`config.mk`:
```
export PLATFORM = sky130hd
export DESIGN_NAME = rom_table_divider
export DESIGN_NICKNAME = d
export VERILOG_FILES = /design/src/rtl/rom_table_divider.sv
export SDC_FILE = /design/constraint.sdc
export NUM_CORES = 1
export LEC_CHECK = 0
export ABC_AREA = 1
export CAP_MARGIN = 30
export CORE_MARGIN = 2
export CORE_UTILIZATION = 52
export CTS_CLUSTER_DIAMETER = 60
export DETAILED_ROUTE_END_ITERATION = 6
export PLACE_DENSITY = 0.83
export SYNTH_ARGS = -nofsm -noshare
export SYNTH_HDL_FRONTEND = slang
export SYNTH_SLANG_ARGS = --single-unit
```
`constraint.sdc`:
```
create_clock -name clk -period 6.4 [get_ports clk]
set_input_delay 0.64 -clock clk [delete_from_list [all_inputs] [get_ports clk]]
set_output_delay 0.64 -clock clk [all_outputs]
set_load 0.005 [all_outputs]
```
`src/rtl/rom_table_divider.sv`:
```
// Divides a PW-bit dividend by an FW-bit divisor by scanning the divisor's row of a
// shared a*b multiplication ROM, one read per cycle, with valid/ready handshakes.
module rom_table_divider #(
  parameter int FW = 4,
  parameter int PW = 2*FW
) (
  input  logic            clk,
  input  logic            rst_n,
  input  logic            start_valid,
  output logic            start_ready,
  input  logic [PW-1:0]   dividend,
  input  logic [FW-1:0]   divisor,
  output logic [2*FW-1:0] rom_addr,
  input  logic [PW-1:0]   rom_data,
  output logic            done_valid,
  input  logic            done_ready,
  output logic [FW-1:0]   quotient,
  output logic [PW-1:0]   remainder,
  output logic            exact,
  output logic            err_div0,
  output logic            err_ovf
);

  // state | meaning
  // IDLE  | waiting for operands, start_ready high
  // SCAN  | walking the divisor's ROM row, one entry per cycle
  // DONE  | result presented until done_ready
  localparam logic [1:0] IDLE = 2'd0;
  localparam logic [1:0] SCAN = 2'd1;
  localparam logic [1:0] DONE = 2'd2;

  localparam logic [FW-1:0] B_MAX = '1;

  logic [1:0]    state_q,     state_d;
  logic [FW-1:0] b_q,         b_d;
  logic [FW-1:0] best_q,      best_d;
  logic [PW-1:0] prod_q,      prod_d;
  logic [PW-1:0] dividend_q,  dividend_d;
  logic [FW-1:0] divisor_q,   divisor_d;
  logic [FW-1:0] quotient_q,  quotient_d;
  logic [PW-1:0] remainder_q, remainder_d;
  logic          exact_q,     exact_d;
  logic          err_div0_q,  err_div0_d;
  logic          err_ovf_q,   err_ovf_d;

  logic          hit;
  logic [FW-1:0] best_n;
  logic [PW-1:0] prod_n;
  logic [PW-1:0] rem_n;
  logic          ovf_n;

  // Result is formed from the post-update best/prod so the final row entry counts.
  always_comb begin
    hit    = (rom_data <= dividend_q);
    best_n = hit ? b_q : best_q;
    prod_n = hit ? rom_data : prod_q;
    rem_n  = dividend_q - prod_n;
    ovf_n  = (best_n == B_MAX) && (rem_n >= PW'(divisor_q));
  end

  always_comb begin
    state_d     = state_q;
    b_d         = b_q;
    best_d      = best_q;
    prod_d      = prod_q;
    dividend_d  = dividend_q;
    divisor_d   = divisor_q;
    quotient_d  = quotient_q;
    remainder_d = remainder_q;
    exact_d     = exact_q;
    err_div0_d  = err_div0_q;
    err_ovf_d   = err_ovf_q;
    case (state_q)
      IDLE: begin
        if (start_valid) begin
          dividend_d = dividend;
          divisor_d  = divisor;
          b_d        = '0;
          best_d     = '0;
          prod_d     = '0;
          if (divisor == '0) begin
            state_d     = DONE;
            quotient_d  = '0;
            remainder_d = dividend;
            err_div0_d  = 1'b1;
            err_ovf_d   = 1'b0;
            exact_d     = 1'b0;
          end else begin
            state_d = SCAN;
          end
        end
      end
      SCAN: begin
        best_d = best_n;
        prod_d = prod_n;
        // Row is monotonic, so the first entry above the dividend ends the search.
        if (!hit || b_q == B_MAX) begin
          state_d     = DONE;
          quotient_d  = best_n;
          remainder_d = rem_n;
          err_div0_d  = 1'b0;
          err_ovf_d   = ovf_n;
          exact_d     = (rem_n == '0) && !ovf_n;
        end else begin
          b_d = b_q + 1'b1;
        end
      end
      DONE: begin
        if (done_ready) state_d = IDLE;
      end
      default: state_d = IDLE;
    endcase
  end

  always_ff @(posedge clk) begin
    if (!rst_n) begin
      state_q     <= IDLE;
      b_q         <= '0;
      best_q      <= '0;
      prod_q      <= '0;
      dividend_q  <= '0;
      divisor_q   <= '0;
      quotient_q  <= '0;
      remainder_q <= '0;
      exact_q     <= 1'b0;
      err_div0_q  <= 1'b0;
      err_ovf_q   <= 1'b0;
    end else begin
      state_q     <= state_d;
      b_q         <= b_d;
      best_q      <= best_d;
      prod_q      <= prod_d;
      dividend_q  <= dividend_d;
      divisor_q   <= divisor_d;
      quotient_q  <= quotient_d;
      remainder_q <= remainder_d;
      exact_q     <= exact_d;
      err_div0_q  <= err_div0_d;
      err_ovf_q   <= err_ovf_d;
    end
  end

  assign start_ready = rst_n && (state_q == IDLE);
  assign done_valid  = (state_q == DONE);
  assign rom_addr    = (state_q == SCAN) ? {divisor_q, b_q} : '0;
  assign quotient    = quotient_q;
  assign remainder   = remainder_q;
  assign exact       = exact_q;
  assign err_div0    = err_div0_q;
  assign err_ovf     = err_ovf_q;

endmodule

```
After elaboration in Yosys (flattened, before gate mapping)
Index checks and enable logic that the tools add are counted.
- logic and storage cells: 71
- bits in writable memories: 0
- bits in read-only memories: 0
- register bits: 45
- input bits: 24
- output and inout port bits: 25
- memories kept: 0
- bits in latches: 0
- magnitude comparators: 2
- mux-type cells: 32
- add/subtract/negate cells: 2
- reductions and logical operators: 15
- equality and inequality tests: 9
- $mul: 0
- bitwise gates (word level): 0
- divide/modulo/power cells: 0
- shifts and indexed selects: 0
- operators by type and width (operator ; number):
    8-bit two-way mux ; 6
    8-bit one-hot mux with 2 select lines ; 2
    4-bit two-way mux ; 6
    4-bit one-hot mux with 2 select lines ; 3
    4-bit equality test (second input constant) ; 2
    8-bit by 4-bit greater-or-equal comparator with 1-bit output ; 1
    8-bit <= comparator ; 1
    8-bit zero test ; 1
    2-bit two-way mux ; 4
    2-bit != test (second input constant) ; 4
    8-bit subtractor ; 1
    1-bit two-way mux ; 7
    1-bit one-hot mux with 2 select lines ; 3
    2-bit one-hot mux with 3 select lines ; 1
    3-bit AND reduction ; 2
    4-bit by 1-bit adder with 4-bit output (second input constant) ; 1
    4-bit zero test ; 1
    2-bit AND reduction ; 2
    4-bit AND reduction ; 1
    1-bit logical AND ; 3
    2-bit by 1-bit equality test with 1-bit output (second input constant) ; 1
    2-bit equality test (second input constant) ; 1
    1-bit zero test ; 2
    2-bit zero test ; 1
    3 further kinds ; 3

Logic depth before layout (Yosys ltp)
- word-level depth: 9
- mapped depth: 28
- mapped depth without buffers: 26

Least setup slack after synthesis
No wires, ideal clock.
- kind: input to register
- from: input rom_data[7]
- to: register exact_q, in the netlist exact
- path buffers: 2
- arrival time: 3.450 ns
- data required time: 6.331 ns
- slack: 2.882 ns
- setup time: 0.069 ns
- stages on the path: 21
- cells stage by stage: ha_1 a21o_1 nor2_1 nand2_2 nand2_2 buf_6 buf_12 nor2_1 a21oi_1 ha_1 fa_1 inv_1 ha_1 a21boi_0 o21ai_0 nand2_1 a21oi_1 nand3_1 nand2_1 nand2_1 a21oi_2
- cells in the longest elaborated chain, start to end: 9
- elaborated cells between the ends (all ways): 16
- those cells by class: add/sub (1); order compare (2); eq/ne (2); mux (4); reduce/logical (7)
- ends and longest elaborated chain (item ; line ; source):
    start: declaration ; 14 ; input logic [PW-1:0] rom_data,
    8-bit <= comparator ; 54 ; hit = (rom_data <= dividend_q);
    8-bit two-way mux ; 56 ; prod_n = hit ? rom_data : prod_q;
    8-bit subtractor ; 57 ; rem_n = dividend_q - prod_n;
    8-bit by 4-bit greater-or-equal comparator with 1-bit output ; 58 ; ovf_n = (best_n == B_MAX) && (rem_n >= PW'(divisor_q));
    1-bit logical AND ; 58 ;
    1-bit zero test ; 103 ; exact_d = (rem_n == '0) && !ovf_n;
    1-bit logical AND ; 103 ;
    1-bit two-way mux ; 97 ; if (!hit || b_q == B_MAX) begin
    1-bit one-hot mux with 2 select lines ; 73 ; case (state_q)
    end signal: assignment ; 137 ; exact_q <= exact_d;
    end: declaration ; 42 ; logic exact_q, exact_d;
Parallel ways exist; a longest one is shown, timed or not. The select of a mux whose other input is x is not followed.
A chain may end at the register's enable or synchronous reset.

Final worst setup path
- from: input rom_data[1]
- to: register exact_q, in the netlist exact
Same word-level chain as after synthesis.

==> metrics.cfg <==
[run_status]
outcome = finished clean

[power_and_ir_drop]
pwr-share-seq = 0.316
p_leak_nw = 1.32
combPwrFrac = 0.492
p_sw_uw = 451
vdd_drop_max_mv = 0.259
p_int_uw = 650
swShare = 0.409
clkPwrFrac = 0.192
finalPower_mw = 1.10
power.density_nw_per_um2 = 340

[floorplan]
ioPinCount = 49
coreArea_um2 = 4820
die_h_um = 75.3
core.rowCount = 25
initial_core_util = 0.549
die_w_um = 75.3
die-area_um2 = 5680

[routing]
wl_met1_mm = 2.88
wl_met3_um = 430
totalWireLength_mm = 6.50
drt_pre_antenna_iters = 5
wl_met2_mm = 3.08
post_drt_via_cell_ratio = 5.44
route.vias.total = 2548
wl_per_cell_um = 13.9
route.detailed.drc = 0
routed.top_layer = met4
drtIter0Drc = 212
ant_nets = 0

[worst_hold_path]
hp-start = best_q[1]
min_to = best_q[1]
hold_depth = 2
worstHoldPathType = reg2reg

[clock_network]
cts_buffers = 5
cts_tree = built
htree_num_levels = 2
ctsResizeCount = 0
root_buffer = clkbuf_8
cts.clk_slew.worst_paths_ns = 0.09
hold_buffers = 0
cts_setup_buffers = 0
clock_path_buffers = 2
cts.sink_count = 45
clk_latency_ns = 0.30

[logic_synthesis]
synth_warnings = 0
syn_nets = 406
ys_seq_elements = 45
async_flop_share = 0
yosysTopAreaCell = dfxtp_1
synth_ff_type = dfxtp_1
syn_area_um2 = 2650
ys_seq_area_frac = 0.340
synthMuxAreaShare = 0.0189
synthSimpleGateAreaFrac = 0.221
synth_compound_area_frac = 0.200
synth_top_area_frac = 0.340
synth_edf_count = 0
postSynthAreaPerCell_um2 = 7.35
synth_xor_area_frac = 0.0165
synth_top_family_by_area = simple AND/OR/NAND/NOR gates
synth_fa_ha_area_frac = 0.107
synth_area_leaders = dfxtp_1 34%, ha_1 9.9%, a21oi_1 9.1%
ys_types = 41
syn_inst = 360

[critical_path]
cp.required_ns = 6.63
critPathMaxStageDelay_ns = 0.54
crit_path_max_fanout = 20
r2r_slack_ns = 2.66
cp_num_buf_inv = 2
crit_type = in2reg
reg2regPathDepth = 22
critical_path_arrival_ns = 4.33
path_cells = clkdlybuf4s50_1 > ha_1 > nand2_1 > nand2_1 > nand2_1 > nand2_1 > nand2_1 > nand2_2 > nand2_2 > a21oi_1 > ha_1 > fa_1 > inv_1 > ha_1 > a21boi_0 > o21ai_0 > nand2_1 > a21oi_1 > nand3_1 > nand2_1 > nand2_1 > a21oi_2
rr_startpoint = dividend_q[1]
crit_family = adder cells
crit_path_end_kind = register
crit_path_top_delay_cell = fa_1
cp_common_cell = nand2_1
critPathLaunch = rom_data[1]
startpoint_type = primary input
regToRegEndpoint = exact

[timing]
holdWs_ns = 0.469
finalHoldViolCount = 0
slew_viol_final = 0
fin_skew_ns = 0.00798
relSlewSlack = 0.431
setup_viol = 0
tns_ns = 0
post-route-min-period_ns = 4.10
max_freq_mhz = 244
rsz0062_at_grt = false
tightest_slew_ns = 0.851
period_share = 0.641

[grt]
gr-total-overflow = 0
grt_max_degree = 27
grt_usage = 0.242
antenna_found_initial = 0
grt_pass1_wl_mm = 10.5
first_global_vias = 2409

[layout]
antenna_cells = 0
drive_gt1_frac = 0.0648
area_growth_pct = 22.3
stdcell_count = 468
final_nets = 447

[placed_design]
gp_congestion = 1.02
post-dp-hpwl_mm = 4.67
dp_cells = 461
io_buffers = 48

[job]
maxCapViolations = 0

[per-layer routing]
metal	vias up	GRT usage
met5	-	0
met4	0	0.0741
met3	13	0.0397
met2	108	0.425
met1	1153	0.305
li1	1274	-
[final cells by class]
class | count | area, um^2
clock buffer | 5 | 68.8
fill | 415 | 1580
tap | 67 | 83.8
inverter | 45 | 169
multi-input combinational | 255 | 1490
timing repair buffer | 49 | 488
sequential | 45 | 901
clock inverter | 2 | 35.0
[per-stage QoR]
step / utilization / cell area [um^2] / setup slack, ns
5_1_grt: 0.672 / 3240 / 2.04
6_report: 0.672 / 3240 / 2.30
4_1_cts: 0.672 / 3240 / 2.33
3_3_place_gp: 0.650 / 3130 / 2.19
2_1_floorplan: - / 2650 / 2.88
3_5_place_dp: 0.650 / 3130 / 2.07
[power by group through the flow]
stage | Clock (mW) | Combinational, mW | Sequential (mW)
floorplan | 0 | 0.380 | 0.351
detailed placement | 0 | 0.525 | 0.354
global placement | 0 | 0.510 | 0.353
CTS | 0.215 | 0.535 | 0.348
finish | 0.211 | 0.542 | 0.348
global route | 0.224 | 0.601 | 0.353
[state kept, by name, indices dropped and copies added, names as in the netlist]
name and cells:
exact 1, best_q 4, err_div0 1, dividend_q 8, remainder 8, b_q 4
quotient 4, prod_q 8, err_ovf 1, divisor_q 4, state_q 2
[cell families (layout without fill, tap and decap cells)]
kind of cell    count (synthesis)  count (layout)
xor+xnor                        5               5
flops                          45              45
fa+ha+maj                      22              22
buf+inv                        60             101
mux                             5               5
simple gates                  126             126
compound gates                 97              97
[layout by cell type, fill, tap and decap left out, types with 2 or more instances in the layout]
master and count:
clkdlybuf4s50_1 48, a21o_1 2, nor2_4 2, nor3_1 3
nand2_1 57, nand4_1 2, mux2i_1 5, nand3b_1 2
o211ai_1 2, nand3_1 17, a21oi_2 6, ha_1 21
o21ai_0 32, dfxtp_1 45, nand2_2 4, nor2_1 27
inv_1 45, o21ai_1 2, xor2_1 4, a21oi_1 48
a31oi_1 2, or2_1 4, clkbuf_8 5
[worst register-to-register path, delay by kind of cell (launching register included)]
family | cells | cell delay, ns
buffers and inverters | 2 | 0.16
AOI/OAI and AO/OA | 5 | 0.72
and+or+nand+nor | 11 | 1.08
adders and majority gates | 4 | 1.36
DFF | 1 | 0.35
[cell usage after synthesis (2+ instances only)]
library cell / instances
dfxtp_1: 45
ha_1: 21
o211ai_1: 2
nand3_1: 17
a21o_1: 2
nand2_2: 4
a31oi_1: 2
o21ai_1: 2
or2_1: 4
nand2_1: 57
xor2_1: 4
nor3_1: 3
nand4_1: 2
nand3b_1: 2
nor2_4: 2
a21oi_2: 6
inv_1: 45
nor2_1: 27
clkbuf_1: 9
a21oi_1: 48
mux2i_1: 5
o21ai_0: 32
[worst max-delay path by stage]
stage / end / slack [ns] / depth (start not counted)
after floorplan: exact / 2.88 / 21
after global placement: err_ovf / 2.19 / 18
after detailed placement: exact / 2.07 / 22
after CTS: exact / 2.33 / 22
after global routing: exact / 2.04 / 23
final: exact / 2.30 / 22
No activity file was read; power rests on OpenSTA's default activity.
